File: config.mk
export PLATFORM = sky130hd
export DESIGN_NAME = wbdbgbus_link
export DESIGN_NICKNAME = d
export VERILOG_FILES = /design/src/rtl/wbdbgbus_link.sv
export SDC_FILE = /design/constraint.sdc
export NUM_CORES = 1
export LEC_CHECK = 0
export CORE_UTILIZATION = 45
export CTS_BUF_LIST = sky130_fd_sc_hd__clkbuf_16
export DETAILED_ROUTE_END_ITERATION = 7
export PLACE_DENSITY = 0.8
export SLEW_MARGIN = 10
export SYNTH_ARGS = -nofsm -noshare
export SYNTH_HDL_FRONTEND = slang
export SYNTH_SLANG_ARGS = --single-unit
File: constraint.sdc
create_clock -name i_clk -period 5.2 [get_ports i_clk]
set_input_delay 0.52 -clock i_clk [delete_from_list [all_inputs] [get_ports i_clk]]
set_output_delay 0.52 -clock i_clk [all_outputs]
set_load 0.02 [all_outputs]
File: src/rtl/wbdbgbus_link.sv
// Byte-stream framing between the debug-bus UART byte interfaces and the 36-bit
// command/response streams, with interrupt-vs-response arbitration on the TX side.
module wbdbgbus_link #(
  parameter int DROP_CLKS       = 2500000,
  parameter int NUM_IRQ         = 4,
  parameter bit IRQ_ROUND_ROBIN = 1'b0
) (
  input  logic               i_clk,
  input  logic               i_rst_n,
  input  logic [7:0]         i_rx_data,
  input  logic               i_rx_valid,
  output logic [7:0]         o_tx_data,
  output logic               o_tx_valid,
  input  logic               i_tx_ready,
  output logic [35:0]        o_cmd_data,
  output logic               o_cmd_valid,
  input  logic               i_cmd_ready,
  output logic               o_cmd_reset,
  input  logic [35:0]        i_resp_data,
  input  logic               i_resp_valid,
  output logic               o_resp_ready,
  input  logic [NUM_IRQ-1:0] i_interrupts,
  output logic               o_cmd_drop,
  output logic               o_irq_lost
);

  localparam int TW = $clog2(DROP_CLKS + 1);
  localparam int IW = (NUM_IRQ > 1) ? $clog2(NUM_IRQ) : 1;

  typedef enum logic [2:0] {
    ST_IDLE, ST_SEND0, ST_SEND1, ST_SEND2, ST_SEND3, ST_SEND4
  } tx_state_t;

  // ---------------------------------------------------------------- RX framer
  logic [31:0]   rx_shift;
  logic [2:0]    rx_idx;
  logic [TW-1:0] drop_timer;
  logic          rx_last;
  logic [35:0]   rx_frame;

  assign rx_last  = i_rx_valid && (rx_idx == 3'd4);
  assign rx_frame = {rx_shift[27:0], i_rx_data};

  always_ff @(posedge i_clk) begin
    if (!i_rst_n) begin
      rx_shift   <= '0;
      rx_idx     <= '0;
      drop_timer <= TW'(DROP_CLKS);
    end else if (i_rx_valid) begin
      rx_shift   <= {rx_shift[23:0], i_rx_data};
      rx_idx     <= rx_last ? 3'd0 : rx_idx + 3'd1;
      drop_timer <= TW'(DROP_CLKS);
    end else if (rx_idx != 3'd0) begin
      // Partial frame went stale: forget it silently.
      if (drop_timer <= TW'(1)) begin
        rx_idx     <= '0;
        drop_timer <= TW'(DROP_CLKS);
      end else begin
        drop_timer <= drop_timer - TW'(1);
      end
    end
  end

  // ---------------------------------------------------------- command output
  always_ff @(posedge i_clk) begin
    if (!i_rst_n) begin
      o_cmd_data  <= '0;
      o_cmd_valid <= 1'b0;
      o_cmd_reset <= 1'b0;
      o_cmd_drop  <= 1'b0;
    end else begin
      // NOTE: non-blocking assignments let the later frame-load override the
      // handshake clear below; the last <= in program order wins at the edge.
      o_cmd_reset <= 1'b0;
      o_cmd_drop  <= 1'b0;
      if (o_cmd_valid && i_cmd_ready) o_cmd_valid <= 1'b0;
      if (rx_last) begin
        if (rx_frame[35:32] == 4'hF) begin
          o_cmd_reset <= 1'b1;
          o_cmd_valid <= 1'b0;
        end else if (!o_cmd_valid || i_cmd_ready) begin
          o_cmd_data  <= rx_frame;
          o_cmd_valid <= 1'b1;
        end else begin
          o_cmd_drop  <= 1'b1;
        end
      end
    end
  end

  // ------------------------------------------------------ interrupt tracking
  logic [NUM_IRQ-1:0] irq_hist;
  logic [NUM_IRQ-1:0] pending;
  logic [NUM_IRQ-1:0] irq_edge;
  logic [NUM_IRQ-1:0] irq_clr;
  logic [IW-1:0]      rr_ptr;
  logic [IW-1:0]      irq_sel;
  logic               irq_any;

  assign irq_edge = i_interrupts & ~irq_hist;
  assign irq_any  = |pending;

  // History tracks the lines even in reset so levels held across reset never fire.
  always_ff @(posedge i_clk) begin
    irq_hist <= i_interrupts;
    if (!i_rst_n) begin
      pending    <= '0;
      o_irq_lost <= 1'b0;
    end else begin
      pending    <= (pending & ~irq_clr) | irq_edge;
      o_irq_lost <= |(irq_edge & pending & ~irq_clr);
    end
  end

  always_comb begin
    int   c;
    logic found;
    irq_sel = '0;
    found   = 1'b0;
    c       = 0;
    if (IRQ_ROUND_ROBIN) begin
      for (int i = 1; i <= NUM_IRQ; i++) begin
        c = int'(rr_ptr) + i;
        if (c >= NUM_IRQ) c = c - NUM_IRQ;
        if (!found && pending[IW'(c)]) begin
          irq_sel = IW'(c);
          found   = 1'b1;
        end
      end
    end else begin
      for (int i = NUM_IRQ - 1; i >= 0; i--) begin
        if (pending[IW'(i)]) irq_sel = IW'(i);
      end
    end
  end

  // ------------------------------------------------------------------ TX FSM
  tx_state_t     state_q, state_d;
  logic          tx_valid_q, tx_valid_d;
  logic [35:0]   tx_frame_q, tx_frame_d;
  logic [IW-1:0] rr_ptr_d;
  logic [7:0]    tx_byte;

  always_ff @(posedge i_clk) begin
    if (!i_rst_n) begin
      state_q    <= ST_IDLE;
      tx_valid_q <= 1'b0;
      tx_frame_q <= '0;
      rr_ptr     <= IW'(NUM_IRQ - 1);
    end else begin
      state_q    <= state_d;
      tx_valid_q <= tx_valid_d;
      tx_frame_q <= tx_frame_d;
      rr_ptr     <= rr_ptr_d;
    end
  end

  always_comb begin
    // NOTE: every output of this block gets a default first so no path can
    // leave one unassigned and infer a latch.
    state_d      = state_q;
    tx_valid_d   = tx_valid_q;
    tx_frame_d   = tx_frame_q;
    rr_ptr_d     = rr_ptr;
    irq_clr      = '0;
    o_resp_ready = 1'b0;
    case (state_q)
      ST_IDLE: begin
        if (irq_any) begin
          tx_frame_d = {4'b1000, 32'(irq_sel)};
          irq_clr    = NUM_IRQ'(1) << irq_sel;
          rr_ptr_d   = irq_sel;
          state_d    = ST_SEND0;
          tx_valid_d = 1'b1;
        end else begin
          o_resp_ready = 1'b1;
          if (i_resp_valid) begin
            tx_frame_d = i_resp_data;
            state_d    = ST_SEND0;
            tx_valid_d = 1'b1;
          end
        end
      end
      default: begin
        // One dead cycle after each accepted byte before presenting the next.
        if (!tx_valid_q) begin
          tx_valid_d = 1'b1;
        end else if (i_tx_ready) begin
          tx_valid_d = 1'b0;
          case (state_q)
            ST_SEND0: state_d = ST_SEND1;
            ST_SEND1: state_d = ST_SEND2;
            ST_SEND2: state_d = ST_SEND3;
            ST_SEND3: state_d = ST_SEND4;
            default:  state_d = ST_IDLE;
          endcase
        end
      end
    endcase
  end

  always_comb begin
    tx_byte = 8'h00;
    case (state_q)
      ST_SEND0: tx_byte = {4'b0000, tx_frame_q[35:32]};
      ST_SEND1: tx_byte = tx_frame_q[31:24];
      ST_SEND2: tx_byte = tx_frame_q[23:16];
      ST_SEND3: tx_byte = tx_frame_q[15:8];
      ST_SEND4: tx_byte = tx_frame_q[7:0];
      default:  tx_byte = 8'h00;
    endcase
  end

  assign o_tx_valid = tx_valid_q;
  assign o_tx_data  = tx_valid_q ? tx_byte : 8'h00;

endmodule

After elaboration in Yosys (flattened, before gate mapping)

Index checks and enable logic that the tools add are counted.

Bits in registers: 141
Bits of input ports: 54
Logic and storage cells: 87
Output and inout bits: 50

Multiplexer cells: 32
Shifts and indexed selects: 1
Eq/ne operators: 8
$lt $le $gt $ge: 1
Bitwise operators: 10
Add/sub/neg operators: 2
Reduce and logical (&&, ||, !) cells: 20

Operator list:

| kind                    | count |
|---|---|
| $mux W36                | 2 |
| $pmux W8 S5             | 1 |
| $mux W3                 | 9 |
| $le A22 B1 Y1 const B   | 1 |
| $mux W22                | 1 |
| $sub A22 B1 Y22 const B | 1 |
| $and A4 B4 Y4           | 4 |
| $mux W1                 | 13 |
| $pmux W3 S4             | 1 |
| $reduce_bool A2 Y1      | 5 |
| $eq A3 B3 Y1 const B    | 3 |
| $mux W4                 | 2 |
| $mux W8                 | 1 |
| $not A4 Y4              | 2 |
| $reduce_or A4 Y1        | 2 |
| $eq A3 B2 Y1 const B    | 2 |
| $reduce_and A2 Y1       | 3 |
| $reduce_and A3 Y1       | 2 |
| $eq A4 B4 Y1 const B    | 1 |
| $mux W2                 | 2 |
| $or A4 B4 Y4            | 1 |
| $shl A1 B2 Y4 const A   | 1 |
| $add A3 B1 Y3 const B   | 1 |
| $eq A3 B1 Y1 const B    | 1 |
| other kinds (9)         | 12 |

Depth between registers and ports, before layout

Gate-level depths: netlist (run 1).

Depth after elaboration: 8
Depth in mapped cells: 8
Mapped depth without buffers: 6

Worst setup path before layout (run 1)

OpenSTA, ideal clock, no wires.

Path kind: reg-to-output
From: reg state_q[2]
To: out o_tx_data[6]
Path buffers: 2
Required time: 4.680 ns
Cell stages (with the launch flop): 6
Arrival time: 1.792 ns
Setup slack: 2.888 ns
Cell sequence: dfxtp_1 > buf_1 > nor2b_1 > clkbuf_1 > a22oi_1 > a211oi_1

Word-level cells in the longest chain between the ends: 3
Elaborated cells between the ends (all ways): 7
Those cells by class: eq/ne (5); mux (2)

RTL lines:

| item                                       | line | text |
|---|---|---|
| start: declaration                         | 138  | `tx_state_t state_q, state_d;` |
| start signal: assignment                   | 151  | `state_q <= state_d;` |
| $eq A3 B3 Y1, or another cell as far along | 204  | `case (state_q)` |
| $pmux W8 S5 *                              | 204  |  |
| $mux W8 *                                  | 215  | `assign o_tx_data = tx_valid_q ? tx_byte : 8'h00;` |
| end: declaration                           | 12   | `output logic [7:0] o_tx_data,` |

Mark *: on every way between the ends. The rest lies on a longest branch, timed or not.

Worst setup path after layout (run 1)

From: reg state_q[1]
To: out o_tx_data[3]

The elaborated chain is that of the path after synthesis.

==> summary.txt, run 1 <==
Worst setup path
  – FF-to-FF path depth: 4
  – Critical R2R Launch: state_q[0]$_SDFFE_PN0P_
  – R2R Path End: tx_frame_q[0]$_SDFFE_PN0P_
  – Setup slack, reg-to-reg: between 2 and 3 ns
  – Critical path launch point type: flip-flop
  – CP Capture Type: output port
  – Worst EP arrival: slightly below 3 ns
  – Worst setup path category: reg2out
  – Crit path required time: between 4 and 5 ns
  – Crit-path max FO: 14

CTS
  – Number of gates resized after cts: 0
  – Clock Pin Slew Worst Setup and Hold Paths: about 0.05 ns
  – Num CTS Buffers: 17
  – Clock Latency Late Sink: between 0.4 and 0.5 ns
  – TritonCTS clock tree: done
  – Clock Path Buffers: 2
  – TritonCTS Sinks: between 100 and 150
  – Setup Buffers After CTS: 0
  – Hold_buf cts: 0
  – CTS root buf: clkbuf_16
  – H-tree Lvls: 4

STA
  – Highest Clock Rate: a little under 300 MHz
  – TNS Setup: 0 ns
  – Max-slew violation count: 0
  – Final Hold Viols: 0
  – Tmin final: between 3 and 4 ns
  – Fin crit share: between 60% and 70%
  – Relative slew slack: between 20% and 30%
  – Clk_skew: 0.0110 ns
  – Unrepaired setup endpoints after global routing: false
  – Count of final setup violators: 0
  – Slew @ Worst Pin: roughly 1.1 ns

Route
  – DR vias: about 4800
  – DR vias/cell: 5.43
  – First-pass iteration count of the detailed router: 5
  – Iteration-0 DRC Markers: between 300 and 400
  – # DRC: 0
  – Final WL: 13.8 mm
  – DR WL/cell: around 16 um
  – Final ANT Viol Nets: 0

Final layout
  – Fill count: around 1100
  – Syn-to-layout area delta: 27.8%
  – ANT cells: 0
  – Final #Nets: between 700 and 800
  – Fin area: 7500 um^2
  – Fraction of layout cells with a size suffix above 1: 7.27%

Synth
  – Yosys top cell by area: dfxtp_1
  – Commonest cells in the synthesized netlist: dfxtp_1, nand2_1, nor2b_1
  – FFs w/ async S/R, synth: 0%
  – Synth area leaders: dfxtp_1, nor2b_1, mux2i_1, nand2_1, a21boi_0
  – Yosys top cell area share: about half
  – Synthesis-stage register bit count: around 140
  – Post-Syn Instances: slightly above 600
  – Net Count, Synth: a little under 700
  – Mapped Area: a little under 6000 um^2
  – Number of synthesized flops with an enable pin: 0
  – Ys flop type: dfxtp_1
  – Register area share after synthesis: 48.1%
  – Yosys Warn Count: 0
  – Count of different cell masters after synthesis: between 50 and 60
  – Avg Inst Size Synth: ~9.5 um^2
  – Most frequent cell after synthesis: dfxtp_1

Global route
  – Vias in the first global route: around 4600
  – Global-route wire length before repair: approximately 22 mm
  – Tot GR Track Use: between 20% and 30%
  – Initial antenna violation count: 0
  – GRT overflow: 0
  – Pin count of the biggest net entering global routing: 120

Worst hold path
  – Hold path cells: 2
  – HP Class: reg2reg
  – Hold EP: tx_frame_q[0]$_SDFFE_PN0P_
  – Hold_sp: tx_frame_q[0]$_SDFFE_PN0P_

Floorplan
  – Die footprint: between 10000 and 15000 um^2
  – Starting Density: between 40 and 50%
  – Core Box Area: approximately 13000 um^2
  – Site row count: 41
  – IO Pins: 104
  – Die Span Y: between 100 and 150 um
  – Die width: roughly 120 um

Pwr
  – VDD IR max: 213 uV
  – Leak: 0.00259 uW
  – Pwr dens: ~340 nW/um^2

Placement
  – IO buf count: 103
  – HPWL after DPL: approximately 9.2 mm
  – Placed standard-cell area: between 6000 and 7000 um^2
  – GP Congestion: just under 0.9

Run
  – MaxCap Viol Count: 0

Status
  – Status: finished, final reports clean
[area by class of cell]
| class | instances | area (um^2) | area share [%] |
|---|---|---|---|
| Multi-Input combinational cell | 431 | 2840 | 37.8 |
| Sequential cell | 141 | 2820 | 37.6 |
| Timing Repair Buffer | 106 | 1040 | 13.9 |
| Clock buffer | 17 | 425 | 5.67 |
| Tap cell | 172 | 215 | 2.87 |
| Clock inverter | 12 | 133 | 1.77 |
| Inverter | 8 | 30.0 | 0.400 |
[routing by layer]
metal | GRT usage [%] | wire length [um] | share of wire, % | vias to the layer above
met4 | 7.86 | 258 | 1.9 | 0
met1 | 25.5 | 6030 | 44 | 2302
li1 | - | - | - | 2347
met5 | 0 | 0 | 0 | -
met2 | 33.8 | 6650 | 48 | 142
met3 | 7.47 | 819 | 6.0 | 23
[where the power goes]
part	leakage [uW]	switching [uW]	internal (uW)
registers	0.00115	38.5	1120
logic	0.00117	128	125
clock network	0.000273	421	733
[critical path: stages, from the launching register on]
cell,delay [ns]
dfxtp_1,0.57
nor2b_1,0.73
a21oi_1,0.22
a211oi_1,0.30
clkdlybuf4s50_1,0.66
[worst max-delay path by stage]
| stage | startpoint | endpoint | slack [ns] | cells after the start |
|---|---|---|---|---|
| floorplan | state_q[2]$_SDFFE_PN0P_ | o_tx_data[6] | 2.89 | 5 |
| global placement | i_rx_valid | o_cmd_data[1]$_SDFFE_PN0P_ | 2.22 | 5 |
| detailed placement | i_rx_valid | o_cmd_data[30]$_SDFFE_PN0P_ | 2.11 | 5 |
| CTS | state_q[0]$_SDFFE_PN0P_ | o_tx_data[2] | 1.84 | 4 |
| global route | state_q[1]$_SDFFE_PN0P_ | o_tx_data[2] | 1.60 | 4 |
| finish | state_q[1]$_SDFFE_PN0P_ | o_tx_data[3] | 1.79 | 4 |
[cells by family after synthesis]
family,after synthesis,synth area share (%)
simple gates,243,22.1
flops,141,48.1
compound gates,135,17.0
xor+xnor,9,1.34
buf+inv,49,3.69
mux,40,6.95
fa+ha+maj,4,0.852
[sequential cells by signal, indices dropped and copies added (netlist names), 3 cells and up]
register    flops
irq_hist        4
state_q         3
drop_timer     22
tx_frame_q     36
o_cmd_data     36
rx_shift       28
rx_idx          3
pending         4
[cell usage in the layout, fill, tap and decap left out, types with 4 or more instances in the layout]
master | netlist | layout
a21boi_0 | 39 | 39
clkbuf_16 | 0 | 17
a211oi_1 | 8 | 8
nor2b_1 | 68 | 68
or3_1 | 5 | 5
nand2b_1 | 6 | 6
a221oi_1 | 5 | 5
o21ai_0 | 8 | 8
ha_1 | 4 | 4
a22oi_1 | 39 | 39
clkinv_1 | 0 | 4
xnor2_1 | 4 | 4
dfxtp_1 | 141 | 141
mux2_2 | 6 | 6
nor2_1 | 25 | 25
clkdlybuf4s50_1 | 0 | 101
o31ai_1 | 6 | 6
mux2i_1 | 34 | 34
or4_1 | 5 | 5
nand2_1 | 87 | 87
xor2_1 | 5 | 5
nor3_1 | 4 | 4
inv_1 | 8 | 10
nand4_1 | 4 | 4
nand3_1 | 11 | 11
a21oi_1 | 11 | 11
[through the flow]
step	util [%]	hold slack (ns)	setup WS (ns)	instances	total power, uW
detailed placement	54.8	0.458	2.11	858	1430
CTS	59.2	0.467	1.84	887	2580
finish	59.2	0.462	1.79	887	2560
global placement	54.8	0.444	2.22	858	1420
floorplan	-	0.430	2.89	621	1340
global route	59.2	0.492	1.60	887	2660
No activity file was read; power rests on OpenSTA's default activity.
==> run 2: changes to the inputs <==
--- a/config.mk
+++ b/config.mk
@@ -8,7 +8,7 @@
 export CORE_UTILIZATION = 45
 export CTS_BUF_LIST = sky130_fd_sc_hd__clkbuf_16
 export DETAILED_ROUTE_END_ITERATION = 7
-export PLACE_DENSITY = 0.8
+export PLACE_DENSITY = 0.83
 export SLEW_MARGIN = 10
 export SYNTH_ARGS = -nofsm -noshare
 export SYNTH_HDL_FRONTEND = slang
==> constraint.sdc (replaced) <==
create_clock -name i_clk -period 3.09 [get_ports i_clk]
set_input_delay 0.309 -clock i_clk [delete_from_list [all_inputs] [get_ports i_clk]]
set_output_delay 0.309 -clock i_clk [all_outputs]
set_load 0.02 [all_outputs]
==> summary.txt, run 2 (synthesis gave the netlist of run 1 again) <==
Pwr
  – Register share of total power: 45.3% (+0.2 points)
  – Clk pwr share: 44.3% (-0.7 points)
  – Leak: 0.00260 uW (+0.27%)
  – Internal: 3190 uW (+62%)
  – Switch Pwr: 1060 uW (+81%)
  – Sw Ratio: 25.0% (+2.1 points)
  – Combinational cell fraction of total power: 10.4% (+0.5 points)
  – VDD IR max: 461 uV (+120%)
  – Pwr dens: 566 nW/um^2 (+66%)

Global route
  – GRT overflow: 0 (unchanged)
  – Pin count of the biggest net entering global routing: 119 (-0.83%)
  – Initial antenna violation count: 0 (unchanged)
  – Global-route wire length before repair: 21.8 mm (unchanged)
  – Tot GR Track Use: 21.0% (+0.093 points)
  – Vias in the first global route: 4553 (-1.6%)

Route
  – First-pass iteration count of the detailed router: 5 (unchanged)
  – DR vias/cell: 5.33 (-1.8%)
  – Final ANT Viol Nets: 0 (unchanged)
  – Iteration-0 DRC Markers: 422 (+21%)
  – DR WL/cell: 15.5 um (-0.36%)
  – DR vias: 4767 (-0.98%)
  – Final WL: 13.8 mm (+0.43%)
  – # DRC: 0 (unchanged)

Run
  – MaxCap Viol Count: 0 (unchanged)

Worst setup path
  – Critical path launch point type: flip-flop
  – CP max stage cell: clkdlybuf4s50_1
  – CP peak stage delay: 0.67 ns (-0.06 ns)
  – CP cell instances: or3_1 > nand3_1 > a211oi_1 > clkdlybuf4s50_1
  – Buf/Inv on CP: 1 (unchanged)
  – Crit path required time: 2.78 ns (-1.90 ns)
  – Worst setup path category: reg2out
  – Worst EP arrival: 2.57 ns (-0.32 ns)
  – CP Capture Type: output port
  – Crit-path max FO: 14 (unchanged)
  – CP top delay family: buffers and inverters

Floorplan
  – Die width: 116 um (unchanged)
  – Site row count: 41 (unchanged)
  – Core Box Area: 12700 um^2 (unchanged)
  – Starting Density: 46.4% (unchanged)
  – IO Pins: 104 (unchanged)
  – Die Span Y: 116 um (unchanged)
  – Die footprint: 13500 um^2 (unchanged)

CTS
  – Clock Pin Slew Worst Setup and Hold Paths: 0.06 ns (about the same)
  – CTS root buf: clkbuf_16
  – H-tree Lvls: 4 (unchanged)
  – Num CTS Buffers: 17 (unchanged)
  – Clock Path Buffers: 2 (unchanged)
  – TritonCTS clock tree: done
  – TritonCTS Sinks: 141 (unchanged)
  – Clock Latency Late Sink: 0.42 ns (about the same)

Final layout
  – Syn-to-layout area delta: 28.1%
  – Biggest regs: o_cmd_data x36, tx_frame_q x36, rx_shift x28
  – Most common cell after layout, fill and taps aside: dfxtp_1
  – Fraction of layout cells with a size suffix above 1: 8.73% (+1.5 points)
  – Final #Nets: 767 (+0.52%)
  – ANT cells: 0 (unchanged)
  – Fill count: 1047 (-5.5%)
  – Commonest non-fill, non-tap cells in the layout: dfxtp_1, clkdlybuf4s50_1, nand2_1

Status
  – Status: finished, final reports clean

Placement
  – IO buf count: 103 (unchanged)
  – Pre-CTS WS: 0.564 ns (-1.54 ns)
  – GP Congestion: 0.843 (-3.3%)
  – HPWL after DPL: 9.26 mm (+0.85%)

STA
  – Clk_skew: 0.00558 ns (-0.00545 ns)
  – Slew @ Worst Pin: 1.07 ns (-0.0417 ns)
  – Final worst slack: 0.211 ns (-1.58 ns)
  – Tmin final: roughly 2.9 ns
  – TNS Setup: 0 ns (unchanged)
  – Count of final setup violators: 0 (unchanged)
  – Unrepaired setup endpoints after global routing: false
  – Relative slew slack: 27.8% (+2.8 points)
  – Min Hold Slack: 0.194 ns (-0.269 ns)
  – Final Hold Viols: 0 (unchanged)
  – Max-slew violation count: 0 (unchanged)
  – Highest Clock Rate: about 350 MHz
  – Fin crit share: 93.2%

Worst hold path
  – HP Class: in2reg
## run 2: through the flow
step | area (um^2) | utilization, % | total power, uW | std cells
CTS | 7520 | 59.4 | 4290 | 894
floorplan | 5870 | - | 2260 | 621
global placement | 6980 | 55.1 | 2390 | 862
global route | 7530 | 59.4 | 4420 | 894
finish | 7530 | 59.4 | 4260 | 894
detailed placement | 6980 | 55.1 | 2410 | 862
## run 2: area by class of cell
class	count	area, um^2	area share, %
Tap cell	172	215	2.86
Clock inverter	15	121	1.61
Multi-Input combinational cell	431	2840	37.7
Clock buffer	17	425	5.65
Sequential cell	141	2820	37.5
Timing Repair Buffer	110	1070	14.3
Inverter	8	30.0	0.399
## run 2: worst paths after layout
| kind | startpoint | end | slack (ns) | cells after the start |
|---|---|---|---|---|
| worst min register to register | rx_shift[20]$_SDFFE_PN0P_ | o_cmd_data[28]$_SDFFE_PN0P_ | 0.47 | 2 |
| worst max-delay path | state_q[1]$_SDFFE_PN0P_ | o_tx_data[2] | 0.21 | 4 |
| worst min-delay path | i_rx_valid | drop_timer[18]$_SDFFE_PP1P_ | 0.19 | 3 |
| worst max register to register | state_q[0]$_SDFFE_PN0P_ | tx_frame_q[0]$_SDFFE_PN0P_ | 0.99 | 5 |
## run 2: power by group through the flow
stage	Sequential (uW)	Combinational [uW]	Clock (uW)
after floorplan	1950	308	0
after global placement	1960	425	0
after detailed placement	1970	441	0
after CTS	1930	443	1920
after global routing	1940	486	2000
final	1930	444	1880
## run 2: routing by layer
layer  up-vias  track usage [%]  routed length [um]
li1       2363                -                   -
met1      2243             26.6                6190
met2       137             32.4                6480
met3        24             7.73                 912
met4         0             8.29                 233
met5         -                0                   0
## run 2: repair_timing
action | 4_1_cts | 5_1_grt
buffers inserted | 0 | 0
setup endpoints to repair | 0 | 5
gates resized for setup | 0 | 2
hold buffers | 0 | 0
## run 2: tightest hold or removal path, stage by stage
cell,delay [ns]
buf_2,0.13
nor2b_1,0.07
o31ai_1,0.06
==> RTL change 1: new RTL, settings of run 2 <==
The parameter `DROP_CLKS` goes from 2500000 to 5000000.
--- a/src/rtl/wbdbgbus_link.sv
+++ b/src/rtl/wbdbgbus_link.sv
@@ -2,5 +2,5 @@
 // command/response streams, with interrupt-vs-response arbitration on the TX side.
 module wbdbgbus_link #(
-  parameter int DROP_CLKS       = 2500000,
+  parameter int DROP_CLKS       = 5000000,
   parameter int NUM_IRQ         = 4,
   parameter bit IRQ_ROUND_ROBIN = 1'b0
Check against the original RTL: same outputs for any inputs over 4 cycles, from zero or initial values and one cycle with i_rst_n low; that may be too few to reach the edited logic, so the function may still have changed.
==> RTL change 1 against run 2 <==
Critical path depth is the same; highest routed layer unchanged; non-clock buffer count up 2; setup slack lost 0.034 ns; fmax decreased by 1.2%; final area about the same; utilization increased by 0.20 points; sequential cell count grew 1; critical path type unchanged; total power is 0.47% higher; final cell count grew 0.11%; synthesized area fell by 0.55%; die area down 0.54%; synthesized cell count up 0.32%; wire length shrank 3.0%.
==> RTL change 1: results <==
[run_status]
status = "completed"

[cells_and_area]
nFillCells = 1080
nNonClkBuffers = 112
seq-cell-share_pct = 37.80
layout.nonclk_buf_share_pct = 14.47

[setup_path]
arrival_ns = 2.60
crit_path_end = "o_tx_data[3]"
crit_path_max_fanout = 13
worstRegToRegCells = 4

[synth]
synthTopCellsByCount = "dfxtp_1, nand2_1, nor2b_1, a21boi_0, a22oi_1"
yosys.area_share.adder_pct = 0.8569
synth_xor_area_share_pct = 0.8997

[power]
leakagePower_nw = 2.579
p_clk_share_pct = 44.1

[global_routing]
grt_util_met1_pct = 24.12
use_met3_pct = 6.956
grt.total_usage_pct = 20.47
grt_pass1_vias = 4601
grtUsageMet2_pct = 33.81

[sta]
finClkSkew_ns = 0.01029
fin_crit_sh_pct = 94.25

[place]
dp_hpwl_um = 9106
place_congestion = 0.8459
pre_cts_ws_ns = 0.5157

[floorplan]
die-width_um = 115.9
-- RTL change 1: worst max-delay path, stage by stage, from the launching register on --
cell and delay (ns):
dfxtp_1 0.58, or3_1 0.31, nand3_1 0.30, a211oi_1 0.31, clkdlybuf4s50_1 0.68
-- RTL change 1: cell families after synthesis --
family	count (synthesis)
buf+inv	51
simple gates	238
compound gates	143
mux	39
fa+ha+maj	4
flops	142
xor+xnor	6
-- RTL change 1: layer usage --
| metal | routed length, um | vias up |
|---|---|---|
| met5 | 0 | - |
| met4 | 315 | 0 |
| met2 | 6623 | 136 |
| met1 | 5726 | 2237 |
| met3 | 739 | 29 |
| li1 | - | 2361 |
-- RTL change 1: per-stage QoR --
| stage | utilization (%) | hold slack, ns |
|---|---|---|
| 2_1_floorplan | - | 0.3367 |
| 3_3_place_gp | 55.24 | 0.4519 |
| 3_5_place_dp | 55.24 | 0.4588 |
| 4_1_cts | 59.58 | 0.3199 |
| 5_1_grt | 59.60 | 0.3414 |
| 6_report | 59.60 | 0.3338 |
==> RTL change 2: new RTL, flow settings as in run 2 <==
Made on the original files. Encoding of `tx_state_t`: now one-hot (6 bits for 6 states).
--- a/src/rtl/wbdbgbus_link.sv
+++ b/src/rtl/wbdbgbus_link.sv
@@ -28,6 +28,6 @@
   localparam int IW = (NUM_IRQ > 1) ? $clog2(NUM_IRQ) : 1;
 
-  typedef enum logic [2:0] {
-    ST_IDLE, ST_SEND0, ST_SEND1, ST_SEND2, ST_SEND3, ST_SEND4
+  typedef enum logic [5:0] {
+    ST_IDLE = 6'b000001, ST_SEND0 = 6'b000010, ST_SEND1 = 6'b000100, ST_SEND2 = 6'b001000, ST_SEND3 = 6'b010000, ST_SEND4 = 6'b100000
   } tx_state_t;
 
Check against the original RTL: same outputs for any inputs over 4 cycles, from zero or initial values and one cycle with i_rst_n low; so few cycles prove little.
==> RTL change 2 against run 2 <==
Total power increased by 8.0%; combinational power increased by 59%; synthesized area decreased by 0.64%; highest routed layer unchanged; clock power decreased by 3%; setup slack got worse by 0.10 ns; sequential cell count increased by 3; wire length increased by 3.5%; final area decreased by 0.13%.
==> RTL change 2: results <==
[drt]
wl_per_cell_um = 15.76
vias = 4938
met1_length_um = 5812
drt-initial-drc-count = 323
vias_per_cell = 5.444

[setup_path]
slowest_delay_ns = 0.63
crit_start = "state_q[2]$_SDFFE_PN0P_"
r2r_slack_ns = 0.68
r2r_start = "drop_timer[5]$_SDFFE_PP1P_"
crit_path_end = "o_tx_data[0]"

[cells_and_area]
nNonClkBuffers = 114
seq-cell-share_pct = 38.36
multi_input_area_share_pct = 36.71
design_area_um2 = 7516
num-nets-final = 781
design.seq.count = 144

[run_status]
status = "completed"

[synth]
synth_fp_nets = 686
synthTopCellsByArea = "dfxtp_1, nor2b_1, nand2_1"
synth_compound_area_share_pct = 16.19
syn_avg_cell_area_um2 = 9.292

[global_routing]
use_met3_pct = 7.113
grt_util_met1_pct = 23.87
grt_max_degree = 53

[sta]
tightest_slew_ns = 0.6930
max_freq_ghz = 0.3355
finClkSkew_ns = 0.01215

[place]
place_area_um2 = 6972
dp_hpwl_um = 9496
## RTL change 2: changes by cell type after synthesis, moves of 5 or more
cell / before / now
nor3_1: 4 / 9
a211oi_1: 8 / 1
mux2i_1: 34 / 28
a22oi_1: 39 / 47
xnor2_1: 4 / 13
mux2_2: 6 / 0
nand2_1: 87 / 97
nor2_1: 25 / 32
a21boi_0: 39 / 44
## RTL change 2: timing repair
action	in CTS	in global routing
hold buffers	0	0
pin swaps	0	1
setup buffers	0	1
endpoints found under the setup margin	4	8
hold endpoints to repair	0	0
resized for setup	1	1
## RTL change 2: critical path, delay by kind of cell, from the launching register on
family / cells / cell delay (ns)
buffers and inverters: 1 / 0.63
AO/OA/AOI/OAI: 2 / 0.32
AND/OR/NAND/NOR: 2 / 0.93
flip-flops: 1 / 0.37
## RTL change 2: power breakdown
part / switching (mW) / internal, mW / total [mW]
combinational: 0.415 / 0.291 / 0.706
sequential: 0.0923 / 1.96 / 2.05
clock: 0.753 / 1.08 / 1.83
total: 1.26 / 3.34 / 4.60
